### src/rtl/bl_zone_dimmer_pkg.sv
// Shared types and constants for the backlight zone dimmer.
package bl_pkg;

  localparam int unsigned DUTY_W     = 8;
  localparam int unsigned PWM_PERIOD = 255;

  typedef logic [DUTY_W-1:0] duty_t;

  typedef enum logic [1:0] {
    IDLE    = 2'd0,
    CAPTURE = 2'd1,
    FILTER  = 2'd2
  } state_e;

endpackage

### src/rtl/bl_zone_dimmer_if.sv
// Zone-side signal bundle: frame window, zone value, controls and LED outputs.
interface bl_zone_dimmer_if;
  import bl_pkg::*;

  logic  iV_Duty;
  duty_t iBlockData;
  logic  iEnable;
  logic  iBypass;
  logic  oPWM;
  duty_t oDuty;
  logic  oUpdate;

  modport master (
    output iV_Duty, iBlockData, iEnable, iBypass,
    input  oPWM, oDuty, oUpdate
  );

  modport slave (
    input  iV_Duty, iBlockData, iEnable, iBypass,
    output oPWM, oDuty, oUpdate
  );
endinterface

### src/rtl/bl_zone_dimmer_pwm.sv
// Prescaled 255-tick PWM with a period-aligned duty double-buffer.
module bl_pwm_gen
  import bl_pkg::*;
#(
  parameter int unsigned PRESCALE  = 16,
  parameter duty_t       INIT_DUTY = 8'd255
) (
  input  logic  iODCK,
  input  logic  iRST,
  input  logic  enable_i,
  input  duty_t duty_shadow_i,
  output logic  pwm_o
);

  localparam int unsigned     PS_W    = (PRESCALE > 1) ? $clog2(PRESCALE) : 1;
  localparam logic [PS_W-1:0] PS_MAX  = PS_W'(PRESCALE - 1);
  localparam duty_t           CNT_MAX = DUTY_W'(PWM_PERIOD - 1);

  logic [PS_W-1:0] prescale_cnt_q, prescale_cnt_d;
  duty_t           pwm_cnt_q, pwm_cnt_d;
  duty_t           duty_active_q, duty_active_d;
  logic            pwm_q, pwm_d;
  logic            tick_c;

  always_ff @(posedge iODCK or negedge iRST) begin
    if (!iRST) begin
      prescale_cnt_q <= '0;
      pwm_cnt_q      <= '0;
      duty_active_q  <= INIT_DUTY;
      pwm_q          <= 1'b0;
    end else begin
      prescale_cnt_q <= prescale_cnt_d;
      pwm_cnt_q      <= pwm_cnt_d;
      duty_active_q  <= duty_active_d;
      pwm_q          <= pwm_d;
    end
  end

  // Shadow is only adopted at the last tick of a period, or freely while disabled.
  always_comb begin
    prescale_cnt_d = prescale_cnt_q;
    pwm_cnt_d      = pwm_cnt_q;
    duty_active_d  = duty_active_q;
    pwm_d          = 1'b0;
    tick_c         = (prescale_cnt_q == PS_MAX);
    if (!enable_i) begin
      prescale_cnt_d = '0;
      pwm_cnt_d      = '0;
      duty_active_d  = duty_shadow_i;
    end else begin
      prescale_cnt_d = tick_c ? '0 : prescale_cnt_q + PS_W'(1);
      if (tick_c) begin
        if (pwm_cnt_q == CNT_MAX) begin
          pwm_cnt_d     = '0;
          duty_active_d = duty_shadow_i;
        end else begin
          pwm_cnt_d = pwm_cnt_q + DUTY_W'(1);
        end
      end
      pwm_d = (pwm_cnt_q < duty_active_q);
    end
  end

  assign pwm_o = pwm_q;

endmodule

### src/rtl/bl_zone_dimmer.sv
// Per-zone dimmer: frame-edge capture, IIR smoothing with min clamp, and PWM drive.
module bl_zone_dimmer
  import bl_pkg::*;
#(
  parameter int unsigned PRESCALE     = 16,
  parameter int unsigned SMOOTH_SHIFT = 2,
  parameter duty_t       MIN_DUTY     = 8'd16,
  parameter duty_t       INIT_DUTY    = 8'd255
) (
  input logic              iODCK,
  input logic              iRST,
  bl_zone_dimmer_if.slave  zif
);

  state_e            state_q, state_d;
  logic              v_dly_q;
  duty_t             target_q, target_d;
  logic signed [8:0] step_q, step_d;
  duty_t             duty_shadow_q, duty_shadow_d;
  logic              update_q, update_d;

  logic              fall_c;
  logic signed [8:0] diff_c, shr_c, step_c;
  logic signed [9:0] sum_c;
  duty_t             clamp_c;

  always_ff @(posedge iODCK or negedge iRST) begin
    if (!iRST) begin
      state_q       <= IDLE;
      v_dly_q       <= 1'b0;
      target_q      <= '0;
      step_q        <= '0;
      duty_shadow_q <= INIT_DUTY;
      update_q      <= 1'b0;
    end else begin
      state_q       <= state_d;
      v_dly_q       <= zif.iV_Duty;
      target_q      <= target_d;
      step_q        <= step_d;
      duty_shadow_q <= duty_shadow_d;
      update_q      <= update_d;
    end
  end

  // Filter datapath; a nonzero error always moves the duty by at least one LSB.
  always_comb begin
    fall_c = v_dly_q & ~zif.iV_Duty;
    diff_c = $signed({1'b0, target_q}) - $signed({1'b0, duty_shadow_q});
    shr_c  = diff_c >>> SMOOTH_SHIFT;
    step_c = (zif.iBypass || (SMOOTH_SHIFT == 0)) ? diff_c : shr_c;
    if ((step_c == 9'sd0) && (diff_c != 9'sd0)) begin
      step_c = diff_c[8] ? -9'sd1 : 9'sd1;
    end
    sum_c = $signed({2'b00, duty_shadow_q}) + $signed({step_q[8], step_q});
    if (sum_c < $signed({2'b00, MIN_DUTY})) begin
      clamp_c = MIN_DUTY;
    end else if (sum_c > 10'sd255) begin
      clamp_c = 8'hFF;
    end else begin
      clamp_c = sum_c[7:0];
    end
  end

  always_comb begin
    state_d       = state_q;
    target_d      = target_q;
    step_d        = step_q;
    duty_shadow_d = duty_shadow_q;
    update_d      = 1'b0;
    unique case (state_q)
      IDLE: begin
        if (fall_c) begin
          target_d = zif.iBlockData;
          state_d  = CAPTURE;
        end
      end
      CAPTURE: begin
        step_d  = step_c;
        state_d = FILTER;
      end
      FILTER: begin
        duty_shadow_d = clamp_c;
        update_d      = 1'b1;
        state_d       = IDLE;
      end
      default: state_d = IDLE;
    endcase
  end

  bl_pwm_gen #(
    .PRESCALE  (PRESCALE),
    .INIT_DUTY (INIT_DUTY)
  ) u_pwm (
    .iODCK         (iODCK),
    .iRST          (iRST),
    .enable_i      (zif.iEnable),
    .duty_shadow_i (duty_shadow_q),
    .pwm_o         (zif.oPWM)
  );

  assign zif.oDuty   = duty_shadow_q;
  assign zif.oUpdate = update_q;

endmodule

### src/flat_wrapper.sv
// flat-port wrapper written by rule: the top's interface ports become plain ports
module bl_zone_dimmer_flat import bl_pkg::*;
#(
  parameter int unsigned PRESCALE     = 16,
  parameter int unsigned SMOOTH_SHIFT = 2,
  parameter duty_t       MIN_DUTY     = 8'd16,
  parameter duty_t       INIT_DUTY    = 8'd255
)
  (iODCK, iRST, zif_iV_Duty, zif_iBlockData, zif_iEnable, zif_iBypass, zif_oPWM, zif_oDuty, zif_oUpdate);
  bl_zone_dimmer_if zif_i ();
  input logic iODCK;
  input logic iRST;
  input wire logic [$bits(zif_i.iV_Duty)-1:0] zif_iV_Duty;
  input wire logic [$bits(zif_i.iBlockData)-1:0] zif_iBlockData;
  input wire logic [$bits(zif_i.iEnable)-1:0] zif_iEnable;
  input wire logic [$bits(zif_i.iBypass)-1:0] zif_iBypass;
  output wire logic [$bits(zif_i.oPWM)-1:0] zif_oPWM;
  output wire logic [$bits(zif_i.oDuty)-1:0] zif_oDuty;
  output wire logic [$bits(zif_i.oUpdate)-1:0] zif_oUpdate;
  assign zif_i.iV_Duty = zif_iV_Duty;
  assign zif_i.iBlockData = zif_iBlockData;
  assign zif_i.iEnable = zif_iEnable;
  assign zif_i.iBypass = zif_iBypass;
  assign zif_oPWM = zif_i.oPWM;
  assign zif_oDuty = zif_i.oDuty;
  assign zif_oUpdate = zif_i.oUpdate;
  bl_zone_dimmer #(.PRESCALE(PRESCALE), .SMOOTH_SHIFT(SMOOTH_SHIFT), .MIN_DUTY(MIN_DUTY), .INIT_DUTY(INIT_DUTY)) u_core (.iODCK(iODCK), .iRST(iRST), .zif(zif_i));
endmodule
### config.mk
export PLATFORM = sky130hd
export DESIGN_NAME = bl_zone_dimmer_flat
export DESIGN_NICKNAME = d
export VERILOG_FILES = /design/src/rtl/bl_zone_dimmer_pkg.sv /design/src/rtl/bl_zone_dimmer_if.sv /design/src/rtl/bl_zone_dimmer_pwm.sv /design/src/rtl/bl_zone_dimmer.sv /design/src/flat_wrapper.sv
export SDC_FILE = /design/constraint.sdc
export NUM_CORES = 1
export LEC_CHECK = 0
export ABC_AREA = 0
export CORE_UTILIZATION = 40
export CTS_BUF_LIST = sky130_fd_sc_hd__clkbuf_2
export DETAILED_ROUTE_END_ITERATION = 6
export DONT_BUFFER_PORTS = 1
export HOLD_SLACK_MARGIN = 0.15
export SLEW_MARGIN = 20
export SYNTH_ARGS = -nofsm -noshare
export SYNTH_HDL_FRONTEND = slang
export SYNTH_SLANG_ARGS = --single-unit
export TNS_END_PERCENT = 1
### constraint.sdc
create_clock -name iODCK -period 3.4 [get_ports iODCK]
set_input_delay 0.68 -clock iODCK [delete_from_list [all_inputs] [get_ports iODCK]]
set_output_delay 0.68 -clock iODCK [all_outputs]
set_load 0.05 [all_outputs]
# [Yosys cells after proc, flatten, opt, wreduce, memory -nomap -nowiden]
# Cells that the tools add are included.
[totals] regBits=50 in_bits=13 output_inout_bits=10
[op_classes] addsub=4 order_cmp=3 n_eq_ne=7 muxes=17 n_bitwise=2 n_reduce_logical=6
[ops] cell="two-way mux 8 bit" n=9
[ops] cell="two-way mux 9 bit" n=2
[ops] cell="adder 9 x 9 -> 10 bit" n=1
[ops] cell="greater-than comparator 10 x 9 -> 1 bit, second input constant" n=1
[ops] cell="< comparator 10 x 6 -> 1 bit, second input constant" n=1
[ops] cell="zero test 9 bit" n=1
[ops] cell="nonzero test 9 bit" n=1
[ops] cell="subtractor 8 x 8 -> 9 bit" n=1
[ops] cell="adder 8 x 1 -> 8 bit, second input constant" n=1
[ops] cell="equality test 8 bit, second input constant" n=1
[ops] cell="< comparator 8 bit" n=1
[ops] cell="two-way mux 4 bit" n=2
[ops] cell="inequality test 2 x 1 -> 1 bit, second input constant" n=3
[ops] cell="adder 4 x 1 -> 4 bit, second input constant" n=1
[ops] cell="equality test 4 bit, second input constant" n=1
[ops] cell="one-hot mux 2 bit (2 select lines)" n=1
[ops] cell="AND reduction 2 bit" n=2
[ops] cell="equality test 2 x 1 -> 1 bit, second input constant" n=1
[ops] cell="equality test 2 bit, second input constant" n=1
[ops] cell="zero test 2 bit" n=1
[ops] cell="two-way mux 1 bit" n=2
[ops] cell="two-way mux 2 bit" n=1
[ops] cell="bitwise AND 1 bit" n=1
[ops] cell="logical AND 1 bit" n=1
[ops] cell="NOT 1 bit" n=1

# [Longest topological paths before layout]
# Gate-level depths: netlist of run 1.
[depth] depth_word=5 depth_mapped=9 depth_no_buf=9

# [By module]
# A second synthesis of run 1 with hierarchy kept.
[hier_totals] cells_unflattened=339 area_unflattened_um2=3328.2
[modules_own_cells] module="bl_zone_dimmer" n_inst=1 cells_per_inst=237 area_each_um2=2137.0
[modules_own_cells] module="bl_pwm_gen" n_inst=1 cells_per_inst=102 area_each_um2=1191.1

# [Least setup slack after synthesis of run 1]
# Ideal clock, no wire load.
[synth_timing] path_type="reg2reg" start="reg u_core.duty_shadow_q[0] (netlist: u_core.zif.oDuty[0])" end="reg u_core.duty_shadow_q[4] (netlist: u_core.zif.oDuty[4])" setup_time_ns=0.083 t_arrival_ns=2.508 required_ns=3.317 path_slack_ns=0.809 path_stages_with_launch=10 period_less_slack_ns=2.591 path_cell_list="dfstp_2 -> ha_1 -> inv_1 -> fa_1 -> nor2b_1 -> o31a_1 -> o22ai_1 -> xnor2_1 -> o31ai_1 -> o32a_1"
[synth_via] elab_chain_cells=4 word_cells_on_any_way=5
[synth_rtl] item="start, declared" line_no="bl_zone_dimmer.sv:19" text="duty_t duty_shadow_q, duty_shadow_d;"
[synth_rtl] item="start signal, assigned" line_no="bl_zone_dimmer.sv:40" text="duty_shadow_q <= duty_shadow_d;"
[synth_rtl] item="adder 9 x 9 -> 10 bit *" line_no="bl_zone_dimmer.sv:54" text="sum_c = $signed({2'b00, duty_shadow_q}) + $signed({step_q[8], step_q});"
[synth_rtl] item="greater-than comparator 10 x 9 -> 1 bit" line_no="bl_zone_dimmer.sv:57" text="end else if (sum_c > 10'sd255) begin"
[synth_rtl] item="two-way mux 8 bit" line_no="bl_zone_dimmer.sv:57"
[synth_rtl] item="two-way mux 8 bit *" line_no="bl_zone_dimmer.sv:55" text="if (sum_c < $signed({2'b00, MIN_DUTY})) begin"
# Mark *: on every way between the ends. The rest lies on a longest branch, timed or not.
# A chain may end at the register's enable or synchronous reset.

# [Worst setup path in the final report of run 1]
[layout_timing] start="reg u_core.duty_shadow_q[0] (netlist: u_core.zif.oDuty[0])" end="reg u_core.duty_shadow_q[1] (netlist: u_core.zif.oDuty[1])"
# Same word-level chain as after synthesis.

==> summary.txt, run 1 <==
Status
  • Status: complete, no violations

Yosys
  • Yosys reg bits: 50
  • Mapped Cells: 320
  • Mapped Nets: between 300 and 400
  • Yosys warns: 0
  • Count leader, synth: o21ai_0
  • Top_reg_cell synth: dfrtp_1
  • Post-synth EDFFs: 0
  • Synth Area per Inst: just under 10 µm²
  • Largest cells by area after synthesis: dfrtp_1 27%, dfstp_2 14%, ha_1 10%
  • Synth top area share: a little over a quarter
  • Asr flop ratio synth: 100.0%
  • Area leader, netlist: dfrtp_1
  • Synthesized area: between 3000 and 4000 µm²
  • Netlist cell types: 53
  • Synth cell count leaders: 38 x o21ai_0, 34 x dfrtp_1, 29 x inv_1
  • Register area share after synthesis: 41.00%

STA
  • Fmax: approximately 350 MHz
  • Post-Route Setup TNS: 0 ps
  • Setup-violating endpoint count in the final report: 0
  • Clock Skews: ~35 ps
  • Slew Limit Headroom: a little over half
  • Fin crit period: 2868 ps
  • Max-slew violations: 0
  • RSZ-0062 raised after global routing: false
  • Slew at the pin closest to its max-slew limit: 670.0 ps
  • Hold_ws: around 240 ps
  • Period utilisation layout: between 80% and 90%
  • Hold Vio Cnt, Final: 0

Route
  • TritonRoute pass-1 iters: 4
  • Vias/cell: ~5.5
  • WL per Instance: around 15 µm
  • Total length of routed wires: 6526 µm
  • Routed Antenna Nets: 0
  • Via count: between 2000 and 2500
  • DRC violations left: 0
  • Drt initial violations: 162

Power and ir drop
  • Switching pwr: 0.001468 W
  • Power density cells: 924.4 nW/µm²
  • Logic gate share of total power: 55.6%
  • Seq pwr share: a little over a third
  • Peak supply drop: between 0.4 and 0.5 mV
  • Switching part of the total: just under 50%
  • Pleak: approximately 1.5 nW
  • Clock network fraction of total power: roughly 8%
  • P_int: approximately 0.0016 W

Setup path
  • Critical Path Start Type: flop
  • Arr. time, crit path: around 3200 ps
  • CP Depth: 9
  • Critical Path Max Stage Delay: between 800 and 900 ps
  • CP max-delay cell: dfstp_2
  • CP cell instances: ha_1 > inv_1 > fa_1 > nor2b_1 > o31a_1 > o22ai_2 > xnor2_2 > nor4b_4 > o22ai_1
  • CP required: around 3800 ps
  • CP top delay family: flip-flops
  • Worst Path Max Fanout: 9
  • Worst reg2reg path depth: 9
  • Critical path class: reg -> reg
  • Worst path buffer plus inverter count: 1
  • Nature of the critical path endpoint: flop

Global routing
  • Initial antenna violation count: 0
  • GR Overflow Total: 0
  • Largest net degree at the start of global routing: a little over 50
  • GRT Util Overall: between 10% and 20%
  • Vias in the first global route: around 2200
  • First-pass GRT wire length: about 11000 µm

Finish
  • Share of cells above drive strength 1: between 10% and 20%
  • Filler cell count: 735
  • # nets final: between 300 and 400
  • Synthesis-to-layout area growth: 6.538%
  • N_diodes: 0
  • Post-Layout Cell Count: between 400 and 500

Die
  • Chip height: 90.04 µm
  • Die extent in x: roughly 90 µm
  • Cell Rows: 31
  • Initial core utilization: around 42%
  • IO Count: 23
  • Core ar.: around 7400 µm²
  • DIE AREA: slightly above 8000 µm²

Clocking
  • Worst skew pair latency: about 450 ps
  • Post-CTS Setup Inserts: 0
  • Maximum clock path buffer count: 2
  • Quantity of hold-fixing buffers added after cts: 2
  • Clk sinks: 50
  • CTS tree: built
  • Total CTS buffers: 5
  • Root Buffer: clkbuf_2
  • Clk slew on worst S/H paths: about 270 ps
  • H-tree Lvls: 2
  • Post_cts resized: 0

Worst hold path
  • Hold Crit Depth: 0
  • Min-delay worst type: in -> reg

Run
  • Number of max-cap violations: 0

Place
  • Placed insts: 415
  • GPL Wtd Cong: 0.8426
  • Placed wire-length estimate: 5062 µm
  • Port Buffers: 0
## routing by layer
metal / wire (µm) / part of all wire [%] / up-vias / global-route usage [%]
li1: - / - / 1165 / -
met1: 3257 / 50 / 1115 / 22.57
met2: 2930 / 45 / 48 / 27.16
met3: 275 / 4.2 / 6 / 3.215
met4: 63 / 0.97 / 0 / 4.435
met5: 0 / 0 / - / 0
## through the flow
stage,total power [W],util [%],area [µm²],setup slack (ps)
finish,0.003053,44.82,3303,531.6
global route,0.003312,44.82,3303,399.2
CTS,0.003071,44.82,3303,536.4
detailed placement,0.002803,43.75,3224,619.9
global placement,0.002780,43.75,3224,657.9
floorplan,0.002431,-,3100,808.9
## sequential cells by signal (all words and copies together), names as in the netlist
register                     cells
u_core.u_pwm.pwm_o               1
u_core.target_q                  8
u_core.state_q                   2
u_core.zif.oDuty                 8
u_core.zif.oUpdate               1
u_core.step_q                    9
u_core.u_pwm.prescale_cnt_q      4
u_core.u_pwm.duty_active_q       8
u_core.u_pwm.pwm_cnt_q           8
u_core.v_dly_q                   1
## logic make-up (layout without fill, tap and decap cells)
logic type | after synthesis | after routing | synth area share [%]
AOI/OAI and AO/OA | 99 | 99 | 20.46
and+or+nand+nor | 85 | 85 | 15.01
DFF | 50 | 50 | 41.00
buffers and inverters | 36 | 42 | 4.439
adders and majority gates | 28 | 28 | 11.78
muxes | 14 | 14 | 4.802
xor gates and xnor gates | 8 | 8 | 2.502
## worst paths after layout
check                                                    startpoint                                        to  slack (ps)
max                                 u_core.zif.oDuty[0]$_DFFE_PN1P_           u_core.zif.oDuty[1]$_DFFE_PN1P_         530
min                                                     zif_iV_Duty                  u_core.v_dly_q$_DFF_PN0_         240
max reg2reg                         u_core.zif.oDuty[0]$_DFFE_PN1P_           u_core.zif.oDuty[1]$_DFFE_PN1P_         530
min reg2reg                u_core.u_pwm.prescale_cnt_q[0]$_DFF_PN0_  u_core.u_pwm.prescale_cnt_q[0]$_DFF_PN0_         480
max in group asynchronous                                      iRST           u_core.zif.oDuty[4]$_DFFE_PN1P_        2400
min in group asynchronous                                      iRST     u_core.u_pwm.pwm_cnt_q[1]$_DFFE_PN0P_         690
## power by group through the flow
| stage | combinational, W | sequential (W) | clock, W |
|---|---|---|---|
| floorplan | 0.00136 | 0.00107 | 0 |
| global placement | 0.00165 | 0.00113 | 0 |
| detailed placement | 0.00167 | 0.00113 | 0 |
| CTS | 0.00169 | 0.00112 | 0.000255 |
| global route | 0.00189 | 0.00114 | 0.000275 |
| finish | 0.00170 | 0.00112 | 0.000241 |
## layout by cell type, fill, tap and decap left out, drive strengths merged, types with 5 or more instances in the layout
| cell type | instances |
|---|---|
| clkbuf | 5 |
| mux2 | 7 |
| inv | 29 |
| xnor2 | 5 |
| o22ai | 7 |
| mux2i | 7 |
| nand2 | 25 |
| dfstp | 16 |
| ha | 26 |
| a21oi | 11 |
| o211ai | 6 |
| o21ai | 41 |
| dfrtp | 34 |
| or3 | 6 |
| nor2b | 6 |
| o21a | 6 |
| nand3 | 5 |
| nor2 | 15 |
## area by class of cell
cell class | instances | area [µm²] | share of cell area [%]
Inverter | 29 | 108.9 | 3.295
Timing Repair Buffer | 5 | 60.06 | 1.818
Sequential cell | 50 | 1271 | 38.48
Tap cell | 99 | 123.9 | 3.750
Clock buffer | 5 | 25.02 | 0.7576
Multi-Input combinational cell | 234 | 1698 | 51.40
Clock inverter | 3 | 16.27 | 0.4924
No activity file was read; power rests on OpenSTA's default activity.
==> inputs of run 2 (changes only) <==
- clock period: 3.4 -> 2.65 ns (I/O delays scaled with it)
==> run 2 against run 1 <==
  * Clock-buffer cell count unchanged
  * Critical path depth decreased by 2
  * Wire length increased by 1.5%
  * Register-to-register slack got worse by 420 ps
  * Final cell count increased by 2.8%
  * Clock skew decreased by 5.1 ps
  * Power increased by 34%
  * Combinational power increased by 51%
  * Die area unchanged
  * Critical endpoint is now u_core.zif.oDuty[4]$_DFFE_PN1P_
  * Largest cell class unchanged
  * Highest routed layer unchanged
==> summary.txt, run 2 (synthesized netlist as in run 1, its figures left out) <==
Die
  • DIE AREA: 8107 µm²
  • Die extent in x: 90.04 µm
  • IO Count: 23
  • Initial core utilization: between 40% and 50%
  • Core ar.: 7370 µm²
  • Cell Rows: 31
  • Chip height: around 90 µm

STA
  • Post-Route Setup TNS: 0 ps
  • Hold Vio Cnt, Final: 0
  • Slew at the pin closest to its max-slew limit: around 530 ps
  • Max-slew violations: 0
  • Setup-violating endpoint count in the final report: 0
  • Slack of the critical path: around 120 ps
  • Fmax: between 300 and 400 MHz
  • Fin crit period: between 2000 and 3000 ps
  • Clock Skews: ~30 ps
  • Period utilisation layout: ~96%
  • Slew Limit Headroom: 64.59%
  • Hold_ws: a little over 200 ps

Power and ir drop
  • Pleak: 1.520 nW
  • Peak supply drop: between 0.5 and 0.6 mV
  • Power density cells: 1201 nW/µm²

Global routing
  • GRT Util Overall: 17.69%
  • Initial antenna violation count: 0
  • Vias in the first global route: roughly 2400
  • First-pass GRT wire length: ~12000 µm
  • GR Overflow Total: 0
  • Largest net degree at the start of global routing: 51

Clocking
  • H-tree Lvls: 2
  • Worst skew pair latency: roughly 450 ps
  • CTS tree: built
  • Clk slew on worst S/H paths: 290 ps
  • Clk sinks: 50
  • Maximum clock path buffer count: 2
  • Total CTS buffers: 5
  • Root Buffer: clkbuf_2

Finish
  • Area taken by flip-flops and latches: about 1300 µm²
  • Synthesis-to-layout area growth: 10.29%
  • Commonest non-fill, non-tap cell in the layout: o21ai_0
  • Max reg flops: 9
  • N_diodes: 0
  • Design area: about 3400 µm²
  • Largest Register: u_core.step_q
  • Area of the multi-input gates: between 1500 and 2000 µm²
  • Final core area utilization: between 40% and 50%
  • Filler cell count: 732
  • Most frequent cells in the layout: 38 x o21ai_0, 34 x dfrtp_1, 29 x inv_1
  • Share of cells above drive strength 1: 17.16%
  • # nets final: between 300 and 400

Route
  • WL per Instance: 15.15 µm
  • Total length of routed wires: between 6000 and 7000 µm
  • Vias/cell: between 5 and 6
  • Drt initial violations: 121
  • TritonRoute pass-1 iters: 4
  • Routed Antenna Nets: 0
  • Via count: roughly 2400
  • DRC violations left: 0

Worst hold path
  • Min-delay worst type: in -> reg
  • Hold Crit Depth: 2
  • HP Start: zif_iBlockData[1]

Setup path
  • Worst reg2reg path depth: 7
  • CP required: roughly 3000 ps
  • Crit path from: u_core.zif.oDuty[1]$_DFFE_PN1P_
  • Arr. time, crit path: about 2900 ps
  • Worst Path Max Fanout: 5
  • Nature of the critical path endpoint: flop
  • Critical Path Start Type: flop
  • Worst reg2reg startpoint: u_core.zif.oDuty[1]$_DFFE_PN1P_
  • Critical path class: reg -> reg

Status
  • Status: complete, no violations

Place
  • Port Buffers: 0
  • Placed wire-length estimate: roughly 5000 µm
  • GPL Wtd Cong: 0.8200
  • DP Area: approximately 3300 µm²
  • Setup Slack @ Placement: 77.47 ps

Run
  • Number of max-cap violations: 0
==> run 2: cell types whose count changed in the layout (fill, tap and decap cells not counted), sizes merged <==
cell | previous run | this run
buf | 4 | 15
clkinv | 2 | 3
clkinvlp | 1 | 0
dlygate4sd3 | 1 | 2
==> run 2: per-stage QoR <==
stage / total power (W) / cells
after global routing: 0.004461 / 437
after global placement: 0.003675 / 426
after detailed placement: 0.003714 / 426
final: 0.004106 / 437
after CTS: 0.004074 / 437
after floorplan: 0.003120 / 320
==> run 2: final timing paths <==
kind                                                              to  slack, ps
setup / recovery                     u_core.zif.oDuty[4]$_DFFE_PN1P_        120
hold / removal                        u_core.target_q[1]$_DFFE_PN0P_        210
setup reg to reg                     u_core.zif.oDuty[4]$_DFFE_PN1P_        120
hold reg to reg             u_core.u_pwm.prescale_cnt_q[0]$_DFF_PN0_        500
max in group asynchronous  u_core.u_pwm.duty_active_q[1]$_DFFE_PN1P_       1800
min in group asynchronous      u_core.u_pwm.pwm_cnt_q[2]$_DFFE_PN0P_        540
==> run 2: area by class of cell <==
type	instances	area share (%)
inverter	29	3.183
clock buffer	5	0.7318
tap	99	3.622
timing repair buffer	17	4.464
clock inverter	3	0.6220
multi-input combinational	234	50.20
sequential	50	37.18
==> run 2: per-layer routing <==
layer	track usage, %	routed length [µm]	up-vias	part of all wire [%]
met5	0	0	-	0
met1	25.55	3315	1138	50
met2	27.42	2983	41	45
met3	3.215	252	6	3.8
met4	4.167	70	0	1.1
li1	-	-	1190	-
==> run 2: timing repair <==
action                                 CTS  global route
hold buffers                             3             0
endpoints found under the hold margin   51             0
setup endpoints to repair                0             6
gates resized for setup                  0             6
setup buffers                            0             0
==> run 2: critical path, cell delays in order (launching register included) <==
cell and delay (ps):
dfstp_2 670, ha_1 280, a211o_1 340, a211o_1 270, a211o_1 310, and2_1 180, o31ai_1 270, o32a_1 180
==> run 2: where the power goes <==
part           leakage [nW]  switching [W]  internal [W]
registers             0.599       0.000164       0.00104
clock network        0.0306       0.000264     0.0000665
logic                 0.891        0.00151       0.00106
total                  1.52        0.00194       0.00217
